## src/rtl/spi_bus_arbiter_pkg.sv

```systemverilog
// Shared types and constants for the SPI bus arbiter: FSM states, slave-select
// codes and EEPROM opcode prefixes used by requesters that build SPI words.
package spi_bus_pkg;

  typedef enum logic [1:0] {
    IDLE   = 2'd0,
    LAUNCH = 2'd1,
    BUSY   = 2'd2,
    HOLD   = 2'd3
  } state_t;

  localparam logic [2:0] SS_NONE = 3'b000;
  localparam logic [2:0] SS_CH1  = 3'b001;
  localparam logic [2:0] SS_CH2  = 3'b010;
  localparam logic [2:0] SS_CH3  = 3'b011;
  localparam logic [2:0] SS_EEP  = 3'b100;
  localparam logic [2:0] SS_TRIG = 3'b111;

  localparam logic [1:0] EEP_WR = 2'b01;
  localparam logic [1:0] EEP_RD = 2'b00;

  // A slave select of all-zero addresses nothing, so a request carrying it is refused.
  function automatic logic ss_legal(input logic [2:0] sel);
    return sel != SS_NONE;
  endfunction

endpackage

```

## src/rtl/spi_bus_arbiter_rr.sv

```systemverilog
// Combinational round-robin picker: the first set request found when scanning
// upward from ptr (wrapping at NUM_REQ) wins.
module rr_arbiter
  import spi_bus_pkg::*;
#(
  parameter int NUM_REQ = 3,
  parameter int IW      = $clog2(NUM_REQ)
) (
  input  logic [NUM_REQ-1:0] req,
  input  logic [IW-1:0]      ptr,
  output logic [NUM_REQ-1:0] winner,
  output logic [IW-1:0]      winner_idx,
  output logic               any
);

  int pos;

  always_comb begin
    winner     = '0;
    winner_idx = '0;
    any        = 1'b0;
    pos        = 0;
    for (int k = 0; k < NUM_REQ; k++) begin
      pos = int'(ptr) + k;
      if (pos >= NUM_REQ) pos = pos - NUM_REQ;
      if (!any && req[pos]) begin
        any         = 1'b1;
        winner[pos] = 1'b1;
        winner_idx  = IW'(pos);
      end
    end
  end

endmodule

```

## src/rtl/spi_bus_arbiter.sv

```systemverilog
// Shares one SPI master between NUM_REQ requesters with round-robin grant and
// an optional lock that keeps ss and ownership across multi-word transactions.
//
// state  | meaning
// IDLE   | bus free, ss=000; picks next winner round-robin from rr_ptr
// LAUNCH | one cycle: wrt_SPI strobe with the latched word and ss
// BUSY   | waiting for SPI_done; done pulses to the owner next cycle
// HOLD   | locked owner keeps ss/gnt between words; hold_cnt bounds the wait
module spi_bus_arbiter
  import spi_bus_pkg::*;
#(
  parameter int NUM_REQ  = 3,
  parameter int HOLD_MAX = 255,
  parameter int HCW      = 8
) (
  input  logic                    clk,
  input  logic                    rst,
  input  logic [NUM_REQ-1:0]      req,
  input  logic [NUM_REQ-1:0]      lock,
  input  logic [3*NUM_REQ-1:0]    req_ss,
  input  logic [16*NUM_REQ-1:0]   req_data,
  input  logic                    SPI_done,
  output logic [NUM_REQ-1:0]      gnt,
  output logic [NUM_REQ-1:0]      done,
  output logic                    err,
  output logic [15:0]             SPI_data,
  output logic [2:0]              ss,
  output logic                    wrt_SPI
);

  localparam int IW = $clog2(NUM_REQ);

  state_t             state, state_nxt;
  logic [IW-1:0]      rr_ptr, rr_nxt;
  logic [IW-1:0]      owner, owner_nxt;
  logic [HCW-1:0]     hold_cnt, hold_nxt;
  logic [NUM_REQ-1:0] gnt_nxt, done_nxt;
  logic               err_nxt, wrt_nxt;
  logic [15:0]        data_nxt;
  logic [2:0]         ss_nxt;
  logic               rel;

  logic [NUM_REQ-1:0] win_oh;
  logic [IW-1:0]      win_idx;
  logic               win_any;
  logic [2:0]         win_ss;
  logic [15:0]        win_data;
  logic [15:0]        own_data;

  function automatic logic [IW-1:0] next_ptr(input logic [IW-1:0] p);
    int n;
    n = int'(p) + 1;
    if (n >= NUM_REQ) n = 0;
    return IW'(n);
  endfunction

  rr_arbiter #(
    .NUM_REQ (NUM_REQ),
    .IW      (IW)
  ) u_rr (
    .req        (req),
    .ptr        (rr_ptr),
    .winner     (win_oh),
    .winner_idx (win_idx),
    .any        (win_any)
  );

  assign win_ss   = req_ss[int'(win_idx)*3 +: 3];
  assign win_data = req_data[int'(win_idx)*16 +: 16];
  assign own_data = req_data[int'(owner)*16 +: 16];

  always_comb begin
    state_nxt = state;
    rr_nxt    = rr_ptr;
    owner_nxt = owner;
    hold_nxt  = hold_cnt;
    gnt_nxt   = gnt;
    done_nxt  = '0;
    err_nxt   = 1'b0;
    wrt_nxt   = 1'b0;
    data_nxt  = SPI_data;
    ss_nxt    = ss;
    rel       = 1'b0;

    case (state)
      IDLE: begin
        gnt_nxt = '0;
        ss_nxt  = SS_NONE;
        if (win_any) begin
          owner_nxt = win_idx;
          if (ss_legal(win_ss)) begin
            state_nxt = LAUNCH;
            gnt_nxt   = win_oh;
            ss_nxt    = win_ss;
            data_nxt  = win_data;
            wrt_nxt   = 1'b1;
          end else begin
            // Refused request still completes so the requester can drop req.
            done_nxt = win_oh;
            err_nxt  = 1'b1;
            rr_nxt   = next_ptr(win_idx);
          end
        end
      end

      LAUNCH: state_nxt = BUSY;

      BUSY: begin
        if (SPI_done) begin
          done_nxt = gnt;
          if (lock[owner]) begin
            state_nxt = HOLD;
            hold_nxt  = '0;
          end else begin
            rel = 1'b1;
          end
        end
      end

      HOLD: begin
        hold_nxt = hold_cnt + 1'b1;
        if (req[owner]) begin
          // Next word of the locked transaction keeps the original ss.
          state_nxt = LAUNCH;
          data_nxt  = own_data;
          wrt_nxt   = 1'b1;
        end else if (!lock[owner]) begin
          rel = 1'b1;
        end else if (hold_cnt == HCW'(HOLD_MAX)) begin
          rel     = 1'b1;
          err_nxt = 1'b1;
        end
      end

      default: state_nxt = IDLE;
    endcase

    if (rel) begin
      state_nxt = IDLE;
      gnt_nxt   = '0;
      ss_nxt    = SS_NONE;
      hold_nxt  = '0;
      rr_nxt    = next_ptr(owner);
    end
  end

  always_ff @(posedge clk) begin
    if (rst) begin
      state    <= IDLE;
      rr_ptr   <= '0;
      owner    <= '0;
      hold_cnt <= '0;
      gnt      <= '0;
      done     <= '0;
      err      <= 1'b0;
      wrt_SPI  <= 1'b0;
      SPI_data <= 16'h0000;
      ss       <= SS_NONE;
    end else begin
      state    <= state_nxt;
      rr_ptr   <= rr_nxt;
      owner    <= owner_nxt;
      hold_cnt <= hold_nxt;
      gnt      <= gnt_nxt;
      done     <= done_nxt;
      err      <= err_nxt;
      wrt_SPI  <= wrt_nxt;
      SPI_data <= data_nxt;
      ss       <= ss_nxt;
    end
  end

endmodule
```

## config.mk

```make
export PLATFORM = sky130hd
export DESIGN_NAME = spi_bus_arbiter
export DESIGN_NICKNAME = d
export VERILOG_FILES = /design/src/rtl/spi_bus_arbiter_pkg.sv /design/src/rtl/spi_bus_arbiter_rr.sv /design/src/rtl/spi_bus_arbiter.sv
export SDC_FILE = /design/constraint.sdc
export NUM_CORES = 1
export LEC_CHECK = 0
export CELL_PAD_IN_SITES_DETAIL_PLACEMENT = 0
export CELL_PAD_IN_SITES_GLOBAL_PLACEMENT = 1
export CORE_UTILIZATION = 33
export CTS_CLUSTER_SIZE = 28
export DETAILED_ROUTE_END_ITERATION = 10
export PLACE_DENSITY = 0.87
export SLEW_MARGIN = 20
export SYNTH_ARGS = -nofsm -noshare
export SYNTH_HDL_FRONTEND = slang
export SYNTH_HIERARCHICAL = 1
export SYNTH_SLANG_ARGS = --single-unit
```

## constraint.sdc

```tcl
create_clock -name clk -period 3.3 [get_ports clk]
set_input_delay 0.495 -clock clk [delete_from_list [all_inputs] [get_ports clk]]
set_output_delay 0.495 -clock clk [all_outputs]
set_load 0.1 [all_outputs]
```

# Word level (Yosys, flattened, before mapping)
# Cells that the tools add are included.
# Widths: inputs -> output; s select.
[word_totals]
word_cells = 138
reg_bits = 41
in_bits = 66
output_inout_bits = 27
[op_classes]
reduce_logical = 19
muxes = 73
n_shift = 3
n_eq_ne = 10
n_mul = 1
n_addsub = 8
bitwise = 2
order_cmp = 12
[ops]
columns = ["cell", "n"]
rows = [
  ["$ge 32x1->1 const B", 3],
  ["$lt 32x4->1 const B", 3],
  ["$mux 32", 3],
  ["$shiftx 48x7->16", 2],
  ["$ge 32x3->1 const B", 2],
  ["$sub 32x3->32 const B", 2],
  ["$mux 16", 3],
  ["$pmux 16 s2", 1],
  ["$mux 3", 10],
  ["$mux 2", 14],
  ["$mux 1", 26],
  ["$mux 8", 2],
  ["$pmux 8 s2", 1],
  ["$bmux 1 s2", 5],
  ["$ne 2x2->1 const B", 5],
  ["$add 2x1->3 const B", 3],
  ["$shiftx 9x5->3", 1],
  ["$add 8x1->8 const B", 1],
  ["$eq 8x8->1 const B", 1],
  ["$pmux 2 s4", 1],
  ["$reduce_bool 2->1", 4],
  ["$demux 1 s2", 3],
  ["$ge 3x2->1 const B", 2],
  ["$or 3x3->3", 2],
  ["other kinds (19)", 28],
]

# Logic depth before layout (Yosys ltp)
[logic_depth]
word_depth = 19
mapped_depth = 15

# Cells and area by module
# The synthesis kept the hierarchy.
[modules_own_cells]
columns = ["mod", "seq_area_each_um2", "n_inst", "area_per_inst_um2", "cells_per_inst"]
rows = [
  ["spi_bus_arbiter", 820.8, 1, 2367.3, 274],
  ["rr_arbiter", 0.0, 1, 381.6, 52],
]

# Worst setup path after synthesis
# Ideal clock, no wire load.
[synth_path]
path_type = "reg2reg"
from = "reg rr_ptr[0]"
to = "reg SPI_data[10]"
synth_period_minus_slack_ps = 2915
path_slack_ps = 385
stages_incl_launch_ff = 15
required_time_ps = 3168
t_arrival_ps = 2784
cell_sequence = "dfxtp_1 > inv_1 > ha_1 > buf_2 > inv_1 > o31ai_1 > a21oi_1 > nor2_1 > buf_6 > mux2i_1 > o2bb2ai_2 > or4b_4 > clkbuf_1 > a21oi_1 > nor3_1"
[synth_via]
elab_chain_len = 17
elab_cells_between_ends = 40
classes_between = "add/sub (5); mul (1); order compare (3); eq/ne (2); shift (2); mux (21); reduce/logical (6)"
[synth_rtl]
columns = ["item", "line_no", "rtl"]
rows = [
  ["from (decl)", "spi_bus_arbiter.sv:34", "logic [IW-1:0] rr_ptr, rr_nxt;"],
  ["from (signal assigned)", "spi_bus_arbiter.sv:161", "rr_ptr <= rr_nxt;"],
  ["parallel branches: the longest is 11 deep, another holds $sub 32x3->32", "-", ""],
  ["$mux 2 *", "spi_bus_arbiter_rr.sv:26", "if (!any && req[pos]) begin"],
  ["via win_idx[1]", "spi_bus_arbiter.sv:44", "logic [IW-1:0] win_idx;"],
  ["$mul 2x2->4", "spi_bus_arbiter.sv:68", "assign win_ss = req_ss[int'(win_idx)*3 +: 3];"],
  ["$shiftx 9x5->3", "spi_bus_arbiter.sv:68", ""],
  ["$reduce_bool 3->1", "spi_bus_arbiter_pkg.sv:24", "return sel != SS_NONE;"],
  ["$ne 2x2->1 (no source line)", "-", ""],
  ["$reduce_and 4->1 (no source line)", "-", ""],
  ["to (signal assigned)", "spi_bus_arbiter.sv:168", "SPI_data <= data_nxt;"],
  ["to (decl)", "spi_bus_arbiter.sv:26", "output logic [15:0] SPI_data,"],
]
# Mark *: on every way through the listed nets, which the timed path passes. The select of a mux whose other input is x is not followed.
# A chain may end at the register's enable or synchronous reset.

# Worst setup path in the final report
[layout_path]
from = "reg rr_ptr[1]"
to = "reg state[1]"
[layout_via]
elab_chain_len = 17
elab_cells_between_ends = 36
classes_between = "add/sub (5); mul (1); order compare (3); eq/ne (2); shift (1); mux (18); reduce/logical (6)"
[layout_rtl]
columns = ["item", "line_no", "rtl"]
rows = [
  ["parallel branches: the longest is 11 deep, another holds $sub 32x3->32", "-", ""],
  ["$mux 2 *", "spi_bus_arbiter_rr.sv:26", ""],
  ["via win_idx[1]", "spi_bus_arbiter.sv:44", ""],
  ["$mul 2x2->4 *", "spi_bus_arbiter.sv:68", ""],
  ["$shiftx 9x5->3 *", "spi_bus_arbiter.sv:68", ""],
  ["$reduce_bool 3->1 *", "spi_bus_arbiter_pkg.sv:24", ""],
  ["$ne 2x2->1 (no source line) *", "-", ""],
  ["$reduce_and 5->1 (no source line) *", "-", ""],
  ["to (signal assigned)", "spi_bus_arbiter.sv:160", "state <= state_nxt;"],
  ["to (decl)", "spi_bus_arbiter.sv:33", "state_t state, state_nxt;"],
]
# Marked as above.

==> qor.tcl <==
set qor(cts_root_buffer) {sky130_fd_sc_hd__clkbuf_8}
set qor(die_area_um2) 8700
set qor(post_synth_inst_count) 326
set qor(startpoint_type) {flop}
set qor(max_clock_freq_mhz) 329
set qor(total_power_mw) 4.26
set qor(drv_slew) 0
set qor(finalWorstPathRequiredPeriod_ps) 3040
set qor(timing_worst_slew_pin_value_ps) 998
set qor(ant_nets) 0
set qor(crit_required_ps) 3530
set qor(global_route.usage.total_pct) 17.7
set qor(floorplan.initialDensity_pct) 34.9
set qor(cts.repair_timing.setup_buffer_count) 0
set qor(detail_route.wirelength_um) 7630
set qor(postSynth.topFlopCell) {sky130_fd_sc_hd__dfxtp_1}
set qor(path_max_fanout) 10
set qor(cts.clk_slew.worst_paths_ps) 80
set qor(port_buffers) 92
set qor(synth.largest_area_cell) {sky130_fd_sc_hd__dfxtp_1}
set qor(powerDensity_nw_per_um2) 1080
set qor(drt-pass1-iter-count) 4
set qor(tns_ps) 0
set qor(synthDominantCellAreaShare_pct) 29.9
set qor(number_of_violations_of_the_max_capacitance_limit) 0
set qor(postSynth.asyncResetShare_pct) 0
set qor(synth_sequential_area_ratio_pct) 29.9
set qor(p_leak_nw) 1.46
set qor(diodes) 0
set qor(synth_cell_type_count) 58
set qor(fp.coreArea_um2) 7890
set qor(holdPathEnd) {hold_cnt[7]}
set qor(synth_area_per_cell_um2) 8.43
set qor(cell_at_the_slowest_stage_of_the_critical_path) {sky130_fd_sc_hd__or4b_4}
set qor(number_of_antenna_violations_at_the_first_check_in_global_routing) 0
set qor(timing.final.hold_violations) 0
set qor(yosys_warnings) 6
set qor(ir_drop_v) 0.000543
set qor(hold_path.startpoint) {hold_cnt[7]}
set qor(wl_per_cell_um) 14.5
set qor(drt_first_iter_violations) 81
set qor(p_switching_mw) 2.29
set qor(netlist_area_um2) 2750
set qor(worst_skew_pair.late_latency_ps) 290
set qor(reg2reg_to) {state[1]}
set qor(nNetsFinal) 497
set qor(fin_crit_sh_pct) 92.0
set qor(worst_clock_skew_ps) 1.69
set qor(worst-endpoint-arrival_ps) 3270
set qor(setup_viol) 0
set qor(grt_first_pass_wirelength_um) 12400
set qor(power.combinational.fraction_pct) 72.4
set qor(pin_count) 93
set qor(cts_hold_repair.buffers) 0
set qor(setup.reg_to_reg.worst_slack_ps) 260
set qor(rsz0062_at_grt) {false}
set qor(global_placement_routability_congestion) 0.822
set qor(power_report.internal_total_mw) 1.97
set qor(postSynthNetCount) 401
set qor(htree_levels) 2
set qor(numCtsBuffers) 5
set qor(synth-edff-count) 0
set qor(status) {finished, final reports clean}
set qor(routed-via-count) 2810
set qor(share_clk_of_total_power_pct) 9.9
set qor(clock_tree.buffer_depth) 2
set qor(relSlewSlack_pct) 33.3
set qor(end_kind) {flop}
set qor(layout_cell_share_with_drive_strength_beyond_1_pct) 10.2
set qor(grt_remaining_overflow) 0
set qor(cts_repair_resize_count) 0
set qor(netlist_top_cells_area) {sky130_fd_sc_hd__dfxtp_1 30%, sky130_fd_sc_hd__mux2i_1 8.7%, sky130_fd_sc_hd__a21oi_1 7.6%, sky130_fd_sc_hd__nor3_1 6.6%, sky130_fd_sc_hd__o2bb2ai_1 5.7%}
set qor(fp.dieH_um) 93.3
set qor(whs_path_depth) 2
set qor(grt_max_degree) 23
set qor(drt-vias-per-instance) 5.35
set qor(clock_sink_count) 41
set qor(row_count) 32
set qor(postSynthRegisterBits) 41
set qor(min_path_type) {reg -> reg}
set qor(first_global_vias) 2761
set qor(path_cells) {inv_1 -> ha_1 -> mux2i_4 -> mux2i_4 -> mux2i_1 -> nor2_1 -> buf_4 -> mux2i_1 -> o2bb2ai_2 -> or4b_4 -> a31o_1 -> a21oi_1}
set qor(cts_tree) {done}
set qor(remaining_drc_errors) 0
set qor(die-width_um) 93.3
set qor(worst-r2r-cell-count) 12
set qor(post-dp-hpwl_um) 5820
set qor(syn2layout_area_growth_pct) 43.2
set qor(switching_share_pct) 53.8
set qor(crit_type) {reg -> reg}
set qor(timing.rr.start) {rr_ptr[1]}
set qor(sequentialPowerShare_pct) 17.7
set qor(critPathMaxStageDelay_ps) 640
## critical path: cells and delay by family (launching register included)
kind                       cells  cell delay [ps]
buffers and inverters          2              250
AOI/OAI and AO/OA              3              500
DFF                            1              350
adders and majority gates      1              300
and+or+nand+nor                2              740
muxes                          4              830
## worst max path at each step
stage                     cells past startpoint           end      start  slack (ps)
final                                        12      state[1]  rr_ptr[1]         260
after global routing                         12      state[1]  rr_ptr[1]           6
after CTS                                    12      state[1]  rr_ptr[1]         250
after detailed placement                     11      state[1]     req[1]          20
after global placement                       11      state[1]     req[1]         140
after floorplan                              14  SPI_data[10]  rr_ptr[0]         380
## per-layer routing
metal	track usage [%]	vias to the layer above	routed length, um
met1	21.4	1284	3330
met3	5.04	9	641
met4	4.87	0	77
met5	0	-	0
li1	-	1403	-
met2	30.5	114	3580
## power by group through the flow
stage / sequential, mW / clock (mW) / combinational (mW)
floorplan: 1.54 / 0 / 1.58
global placement: 0.760 / 0 / 3.01
detailed placement: 0.764 / 0 / 3.04
CTS: 0.756 / 0.428 / 3.04
global route: 0.776 / 0.449 / 3.31
finish: 0.755 / 0.420 / 3.08
## cell usage after synthesis (all sizes together), types with 2 or more instances
cell type  number
o31ai           6
or4             3
nand2b          3
and2            3
a31o            2
nor2           24
nor3           37
inv            11
o21ai           6
a21oi          42
nor2b          11
nand4           2
o2bb2ai        21
a31oi           3
mux2i          27
a22oi           4
nand2          11
ha              9
and3            2
or3             3
buf            14
a211oi          2
dfxtp          41
nand3           5
clkbuf          9
or2             2
## layout by cell type, fill, tap and decap left out, types with 2 or more instances in the layout
master / Yosys / routed
sky130_fd_sc_hd__nor2_1: 24 / 24
sky130_fd_sc_hd__buf_4: 1 / 19
sky130_fd_sc_hd__inv_1: 11 / 11
sky130_fd_sc_hd__clkdlybuf4s50_1: 0 / 92
sky130_fd_sc_hd__mux2i_4: 3 / 3
sky130_fd_sc_hd__nand3_1: 5 / 5
sky130_fd_sc_hd__nor2b_1: 10 / 10
sky130_fd_sc_hd__nor3_1: 36 / 36
sky130_fd_sc_hd__nand2_1: 11 / 11
sky130_fd_sc_hd__o21ai_0: 5 / 5
sky130_fd_sc_hd__nand4_1: 2 / 2
sky130_fd_sc_hd__mux2i_1: 24 / 24
sky130_fd_sc_hd__and3_1: 2 / 2
sky130_fd_sc_hd__o31ai_1: 6 / 6
sky130_fd_sc_hd__and2_1: 3 / 3
sky130_fd_sc_hd__or4_1: 3 / 3
sky130_fd_sc_hd__o2bb2ai_2: 3 / 3
sky130_fd_sc_hd__a31oi_1: 3 / 3
sky130_fd_sc_hd__dfxtp_1: 41 / 41
sky130_fd_sc_hd__or3_1: 3 / 3
sky130_fd_sc_hd__a31o_1: 2 / 2
sky130_fd_sc_hd__or2_2: 2 / 2
sky130_fd_sc_hd__a22oi_1: 4 / 4
sky130_fd_sc_hd__clkbuf_8: 1 / 6
sky130_fd_sc_hd__nand2b_1: 3 / 3
sky130_fd_sc_hd__a211oi_1: 2 / 2
sky130_fd_sc_hd__or4b_4: 1 / 2
sky130_fd_sc_hd__ha_1: 9 / 9
sky130_fd_sc_hd__o2bb2ai_1: 18 / 18
sky130_fd_sc_hd__a21oi_1: 42 / 42
## state kept, by name, summed over array words and instances, names as in the netlist
signal	cells
SPI_data	16
done	3
err	1
gnt	3
hold_cnt	8
owner	2
rr_ptr	2
ss	3
state	2
wrt_SPI	1
## logic make-up after synthesis
group	share of synthesized area, %
multiplexers	11.6
flip-flops	29.9
adder cells (fa/ha/maj)	4.10
XOR/XNOR	0.319
AO/OA/AOI/OAI	25.1
buffers and inverters	6.37
AND/OR/NAND/NOR	22.7
## layout make-up
class,instances,area (um^2)
Clock buffer,7,86.3
Sequential cell,41,821
Timing Repair Buffer,111,1060
Multi-Input combinational cell,252,1770
Tap cell,102,128
Inverter,11,41.3
Fill cell,756,3950
Clock inverter,1,30.0
## per-stage QoR
step	util, %	cells	setup slack, ps	hold slack [ps]	cell area [um^2]
after floorplan	-	326	385	452	2750
after global routing	49.9	525	5.73	524	3940
after global placement	48.3	516	143	464	3810
final	49.9	525	263	492	3940
after detailed placement	48.3	516	18.4	483	3810
after CTS	49.7	524	249	494	3920
Power figures use the tool's default switching activity.
